<file path="config.mk">
export PLATFORM = sky130hd
export DESIGN_NAME = cellrv32_cpu_cp_fpu_i2f
export DESIGN_NICKNAME = d
export VERILOG_FILES = /design/src/rtl/cellrv32_cpu_cp_fpu_i2f.sv
export SDC_FILE = /design/constraint.sdc
export NUM_CORES = 1
export LEC_CHECK = 0
export CAP_MARGIN = 5
export CORE_MARGIN = 2
export CORE_UTILIZATION = 60
export CTS_BUF_LIST = sky130_fd_sc_hd__clkbuf_4
export DETAILED_ROUTE_END_ITERATION = 10
export DONT_BUFFER_PORTS = 1
export PLACE_DENSITY = 0.84
export SETUP_SLACK_MARGIN = 0.3
export SYNTH_ARGS = -nofsm -noshare
export SYNTH_HDL_FRONTEND = slang
export SYNTH_SLANG_ARGS = --single-unit
</file>
<file path="constraint.sdc">
create_clock -name clk_i -period 6.3 [get_ports clk_i]
set_input_delay 0.315 -clock clk_i [delete_from_list [all_inputs] [get_ports clk_i]]
set_output_delay 0.315 -clock clk_i [all_outputs]
set_load 0.03 [all_outputs]
</file>
<file path="src/rtl/cellrv32_cpu_cp_fpu_i2f.sv">
// Int-to-float converter (FCVT.S.W / FCVT.S.WU): normalize, round, pack.
// Optional macro CELLRV32_FPU_I2F_LZC_EN: single-cycle leading-zero normalization.
module cellrv32_cpu_cp_fpu_i2f #(
  parameter int XLEN = 32
) (
  input  logic            clk_i,
  input  logic            rstn_i,
  input  logic            start_i,
  input  logic [2:0]      rmode_i,
  input  logic            funct_i,
  input  logic [XLEN-1:0] int_i,
  output logic [31:0]     result_o,
  output logic [4:0]      flags_o,
  output logic            done_o
);

  localparam int unsigned EXP_W  = 8;
  localparam int unsigned FRAC_W = 23;
  localparam int unsigned FLAG_W = 5;
  localparam logic [EXP_W-1:0] EXP_TOP = EXP_W'(158);

  localparam logic [2:0] RM_RNE = 3'b000;
  localparam logic [2:0] RM_RTZ = 3'b001;
  localparam logic [2:0] RM_RDN = 3'b010;
  localparam logic [2:0] RM_RUP = 3'b011;
  localparam logic [2:0] RM_RMM = 3'b100;

  localparam int unsigned FP_EXC_NX_C = 0;

  typedef enum logic [2:0] {
    S_IDLE,
    S_PREPARE,
    S_NORMALIZE_BUSY,
    S_ROUND,
    S_FINALIZE
  } state_t;

  state_t              state_q, state_d;
  logic [XLEN-1:0]     mag_q, mag_d;
  logic [EXP_W-1:0]    exp_q, exp_d;
  logic [FRAC_W-1:0]   frac_q, frac_d;
  logic                sign_q, sign_d;
  logic                funct_q, funct_d;
  logic [2:0]          rmode_q, rmode_d;
  logic                nx_q, nx_d;
  logic [31:0]         result_q, result_d;
  logic [FLAG_W-1:0]   flags_q, flags_d;
  logic                done_q, done_d;

  // Rounding on the normalized magnitude: frac = mag[30:8], G/R/S below it
  logic        rnd_g, rnd_r, rnd_s, rnd_inexact, rnd_inc;
  logic [24:0] rnd_sum;

  always_comb begin
    rnd_g       = mag_q[7];
    rnd_r       = mag_q[6];
    rnd_s       = |mag_q[5:0];
    rnd_inexact = rnd_g | rnd_r | rnd_s;
    rnd_inc     = 1'b0;
    case (rmode_q)
      RM_RNE:  rnd_inc = rnd_g & (rnd_r | rnd_s | mag_q[8]);
      RM_RTZ:  rnd_inc = 1'b0;
      RM_RDN:  rnd_inc = rnd_inexact & sign_q;
      RM_RUP:  rnd_inc = rnd_inexact & ~sign_q;
      RM_RMM:  rnd_inc = rnd_g;
      default: rnd_inc = 1'b0;
    endcase
    rnd_sum = 25'({1'b1, mag_q[30:8]}) + 25'(rnd_inc);
  end

`ifdef CELLRV32_FPU_I2F_LZC_EN
  logic [4:0] lz_c;

  // Leading-zero count; only meaningful for a non-zero magnitude
  always_comb begin
    lz_c = 5'd0;
    for (int i = 0; i < 32; i++) begin
      if (mag_q[i]) lz_c = 5'(31 - i);
    end
  end
`endif

  always_comb begin
    state_d  = state_q;
    mag_d    = mag_q;
    exp_d    = exp_q;
    frac_d   = frac_q;
    sign_d   = sign_q;
    funct_d  = funct_q;
    rmode_d  = rmode_q;
    nx_d     = nx_q;
    result_d = result_q;
    flags_d  = flags_q;
    done_d   = 1'b0;

    case (state_q)
      S_IDLE: begin
        if (start_i) begin
          mag_d   = int_i;
          funct_d = funct_i;
          rmode_d = rmode_i;
          state_d = S_PREPARE;
        end
      end

      S_PREPARE: begin
        sign_d = ~funct_q & mag_q[31];
        mag_d  = (~funct_q & mag_q[31]) ? (XLEN'(0) - mag_q) : mag_q;
        exp_d  = EXP_TOP;
        nx_d   = 1'b0;
        if (mag_q == '0) begin
          sign_d  = 1'b0;
          exp_d   = '0;
          frac_d  = '0;
          state_d = S_FINALIZE;
        end else begin
          state_d = S_NORMALIZE_BUSY;
        end
      end

      S_NORMALIZE_BUSY: begin
`ifdef CELLRV32_FPU_I2F_LZC_EN
        mag_d   = mag_q << lz_c;
        exp_d   = EXP_TOP - EXP_W'(lz_c);
        state_d = S_ROUND;
`else
        if (mag_q[31]) begin
          state_d = S_ROUND;
        end else begin
          mag_d = mag_q << 1;
          exp_d = exp_q - EXP_W'(1);
        end
`endif
      end

      S_ROUND: begin
        // A carry out of the 24-bit significand leaves frac at zero and bumps exp
        frac_d  = rnd_sum[22:0];
        exp_d   = exp_q + EXP_W'(rnd_sum[24]);
        nx_d    = rnd_inexact;
        state_d = S_FINALIZE;
      end

      S_FINALIZE: begin
        result_d = {sign_q, exp_q, frac_q};
        flags_d  = '0;
        flags_d[FP_EXC_NX_C] = nx_q;
        done_d   = 1'b1;
        state_d  = S_IDLE;
      end

      default: state_d = S_IDLE;
    endcase
  end

  always_ff @(posedge clk_i) begin
    if (!rstn_i) begin
      state_q  <= S_IDLE;
      mag_q    <= '0;
      exp_q    <= '0;
      frac_q   <= '0;
      sign_q   <= 1'b0;
      funct_q  <= 1'b0;
      rmode_q  <= '0;
      nx_q     <= 1'b0;
      result_q <= '0;
      flags_q  <= '0;
      done_q   <= 1'b0;
    end else begin
      state_q  <= state_d;
      mag_q    <= mag_d;
      exp_q    <= exp_d;
      frac_q   <= frac_d;
      sign_q   <= sign_d;
      funct_q  <= funct_d;
      rmode_q  <= rmode_d;
      nx_q     <= nx_d;
      result_q <= result_d;
      flags_q  <= flags_d;
      done_q   <= done_d;
    end
  end

  assign result_o = result_q;
  assign flags_o  = flags_q;
  assign done_o   = done_q;

endmodule

</file>
==> summary.md <==
| Metric | Value |
|---|---|
| Synth warnings | 0 |
| Pins Over Slew Limit | 0 |
| DRT iter0 DRCs | between 600 and 700 |
| Dpl hpwl | 9.511 mm |
| Vias per inst | around 7 |
| Share of cells above drive strength 1 | 5.784% |
| Wire length per cell | slightly below 20 um |
| Hold WC Path Type | in -> reg |
| DIE AREA | between 10000 and 15000 um2 |
| Most frequent cells in the layout | dfxtp_1, nand2_1, a21oi_1 |
| Peak supply drop | roughly 0.13 mV |
| Post-CTS setup repair buffer count | 0 |
| CTS Root Cell | clkbuf_4 |
| # rows | 35 |
| Post-synth top flop | dfxtp_1 |
| Fill count | between 800 and 900 |
| Crit end category | register |
| Failing checks | hold timing |
| Remaining routing DRC violations | 0 |
| I/O pin total | between 70 and 80 |
| Initial antenna violation count | 0 |
| Kind of critical path | reg -> reg |
| Buffers on Ports | 0 |
| Highest clock rate | around 0.22 GHz |
| FF+latch count, synth | 106 |
| Post-synth ARST share | 0% |
| Status | finished, violations left |
| Critical R2R Capture | exp_q[6] |
| Final worst-path cycle share | between 70% and 80% |
| Vias in the first global route | 4786 |
| Max_cap viols | 0 |
| Tmin final | approximately 4700 ps |
| Layout area overhead | 1.946% |
| Via count | about 5300 |
| Hold path startpoint | funct_i |
| Lkg Pwr | about 2.0 nW |
| Relative slew margins | between 20% and 30% |
| Power density over cell area | between 200 and 300 nW/um2 |
| Yosys cell types | 70 |
| Final Hold Violating Endpoints | 3 |
| Final #Nets | between 700 and 800 |
| Seq/Total Area, Yosys | a little under two fifths |
| CTS H-tree lvls | 3 |
| Syn Inst Count | ~700 |
| Post-Route WL | 14.84 mm |
| Clock Sinks | 106 |
| Setup TNS Final | 0 ps |
| Clock Latency Late Sink | roughly 480 ps |
| Antenna Cells | 0 |
| FF-to-FF setup slack | around 1600 ps |
| Avg Cell Area, Syn | 8.106 um2 |
| Number of synthesized flops with an enable pin | 0 |
| Register area | 2122 um2 |
| # setup viols final | 0 |
| CP Max Fanout | 8 |
| Fin Hold WS | -15.17 ps |
| CTS max path bufs | 2 |
| Area occupied by multi-input gates | about 3200 um2 |
| Grt ovf | 0 |
| Unrepaired setup endpoints after global routing | no |
| CTS tree | done |
| Die width | 101.1 um |
| Gpl congestion | roughly 0.93 |
| Largest net degree at the start of global routing | 44 |
| Commonest non-fill, non-tap cell in the layout | dfxtp_1 |
| Core footprint | 9196 um2 |
| Critical path required time | 6680 ps |
| Worst Max-Slew Pin Slew | between 1000 and 1500 ps |
| GRT Total Usage | a little under 30% |
| Worst R2R Path Depth | 19 |
| Worst EP arrival | roughly 5000 ps |
| Initial Utilization | 61.52% |
| Die H | about 100 um |
| Worst clock skew | approximately 16 ps |
| Mapped Area | 5658 um2 |
| TritonRoute pass-1 iters | 6 |
| First-pass GRT wire length | 23.87 mm |
| Total Power | 1.626 mW |
| Reg clk slew, reported paths | roughly 160 ps |
| Finished Core Util | a little over three fifths |
| Hold Path End | funct_q |
| Hold Crit Depth | 2 |
| Detail Route Antenna Nets | 0 |
| Post-CTS sizing | 0 |
| Reg-to-Reg Start | mag_q[0] |
| Startpoint Class | register |
| CTS buffer count | 9 |
[cell type report]
class,count,area share [%]
Clock inverter,5,1.388
Clock buffer,9,1.171
Inverter,14,0.9111
Multi-Input combinational cell,509,55.34
Timing Repair Buffer,14,1.996
Tap cell,111,2.408
Sequential cell,106,36.79
[power breakdown]
part           internal (mW)  leakage (nW)  switching (mW)  total (mW)
Clock                  0.157        0.0759           0.226       0.383
Combinational          0.178          1.07           0.268       0.446
Sequential             0.712         0.862          0.0846       0.797
Total                   1.05          2.01           0.578        1.63
[metrics by stage]
stage          instances  setup WS, ps  cell area (um2)
2_1_floorplan        701          2084             5669
3_3_place_gp         750          1911             5580
3_5_place_dp         750          1692             5580
4_1_cts              766          1664             5748
5_1_grt              768          1227             5768
6_report             768          1649             5768
[registers in the layout (all words and copies together) (netlist names)]
signal    cells
nx_q          1
exp_q         8
result_o     32
mag_q        32
rmode_q       3
frac_q       23
flags_o       1
state_q       3
sign_q        1
done_o        1
funct_q       1
[cell usage after synthesis, types with 3 or more instances]
| cell | number | area [um2] |
|---|---|---|
| nor3b_1 | 6 | 45.04 |
| a21oi_1 | 66 | 330.3 |
| xnor2_1 | 16 | 140.1 |
| o21bai_1 | 3 | 22.52 |
| buf_2 | 6 | 30.03 |
| or3_1 | 3 | 18.77 |
| a22o_1 | 29 | 254.0 |
| clkbuf_1 | 57 | 214.0 |
| a311oi_1 | 5 | 43.79 |
| and4_1 | 6 | 52.55 |
| or4_1 | 4 | 30.03 |
| ha_1 | 10 | 125.1 |
| a222oi_1 | 10 | 100.1 |
| a31oi_1 | 5 | 31.28 |
| o2bb2ai_1 | 4 | 35.03 |
| inv_1 | 13 | 48.80 |
| mux2i_1 | 5 | 50.05 |
| nand2_1 | 99 | 371.6 |
| o21ai_0 | 19 | 95.09 |
| o211ai_1 | 4 | 30.03 |
| nor3_1 | 13 | 65.06 |
| o21ai_1 | 12 | 60.06 |
| xor2_1 | 14 | 122.6 |
| nor2_1 | 43 | 161.4 |
| nand3_1 | 15 | 75.07 |
| nor4_1 | 12 | 75.07 |
| buf_4 | 4 | 30.03 |
| a211oi_1 | 7 | 52.55 |
| a221oi_1 | 8 | 70.07 |
| o21a_1 | 4 | 30.03 |
| a22oi_1 | 8 | 60.06 |
| dfxtp_1 | 106 | 2122 |
| nand4_1 | 9 | 56.30 |
| and3_1 | 5 | 31.28 |
| a221o_1 | 3 | 30.03 |
| nand2b_1 | 6 | 37.54 |
| o22ai_1 | 9 | 56.30 |
| and2_1 | 3 | 18.77 |
| buf_1 | 3 | 11.26 |
[timing repair]
action                     4_1_cts  5_1_grt
setup endpoints to repair        0        0
hold buffers                     2        2
hold endpoints to repair        13        3
[layer usage]
metal	vias up	routed length [um]	track usage (%)
met5	-	0	0
met4	0	549	12.89
met3	49	1431	5.895
met2	297	6787	44.98
met1	2453	6075	39.08
li1	2463	-	-
[worst max-delay path, stage by stage (launching register included)]
cell,delay [ps]
dfxtp_1,420
inv_1,100
ha_1,230
or3b_1,300
or3_1,260
a31oi_1,120
a21oi_1,170
ha_1,210
ha_1,220
nand4_1,180
nor4_1,800
and2_1,290
a41o_1,190
ha_1,190
fa_1,220
a21o_1,120
a21oi_1,90
o211ai_1,220
xnor2_1,130
o21ai_0,100
[kinds of logic after synthesis]
family,count (synthesis),synth area share (%)
AO/OA/AOI/OAI,217,26.58
XOR/XNOR,30,4.644
adder cells (fa/ha/maj),11,2.565
buffers and inverters,86,6.369
flip-flops,106,37.51
multiplexers,5,0.8846
other,1,0.06628
AND/OR/NAND/NOR,242,21.38
[worst max path at each step]
stage | endpoint | start | cells after the start
after global routing | exp_q[6] | mag_q[1] | 19
after detailed placement | exp_q[6] | mag_q[0] | 19
after global placement | exp_q[6] | mag_q[0] | 19
final | exp_q[6] | mag_q[0] | 19
after CTS | exp_q[6] | mag_q[0] | 19
after floorplan | exp_q[6] | mag_q[0] | 21
(Power assumes the default switching activity.)
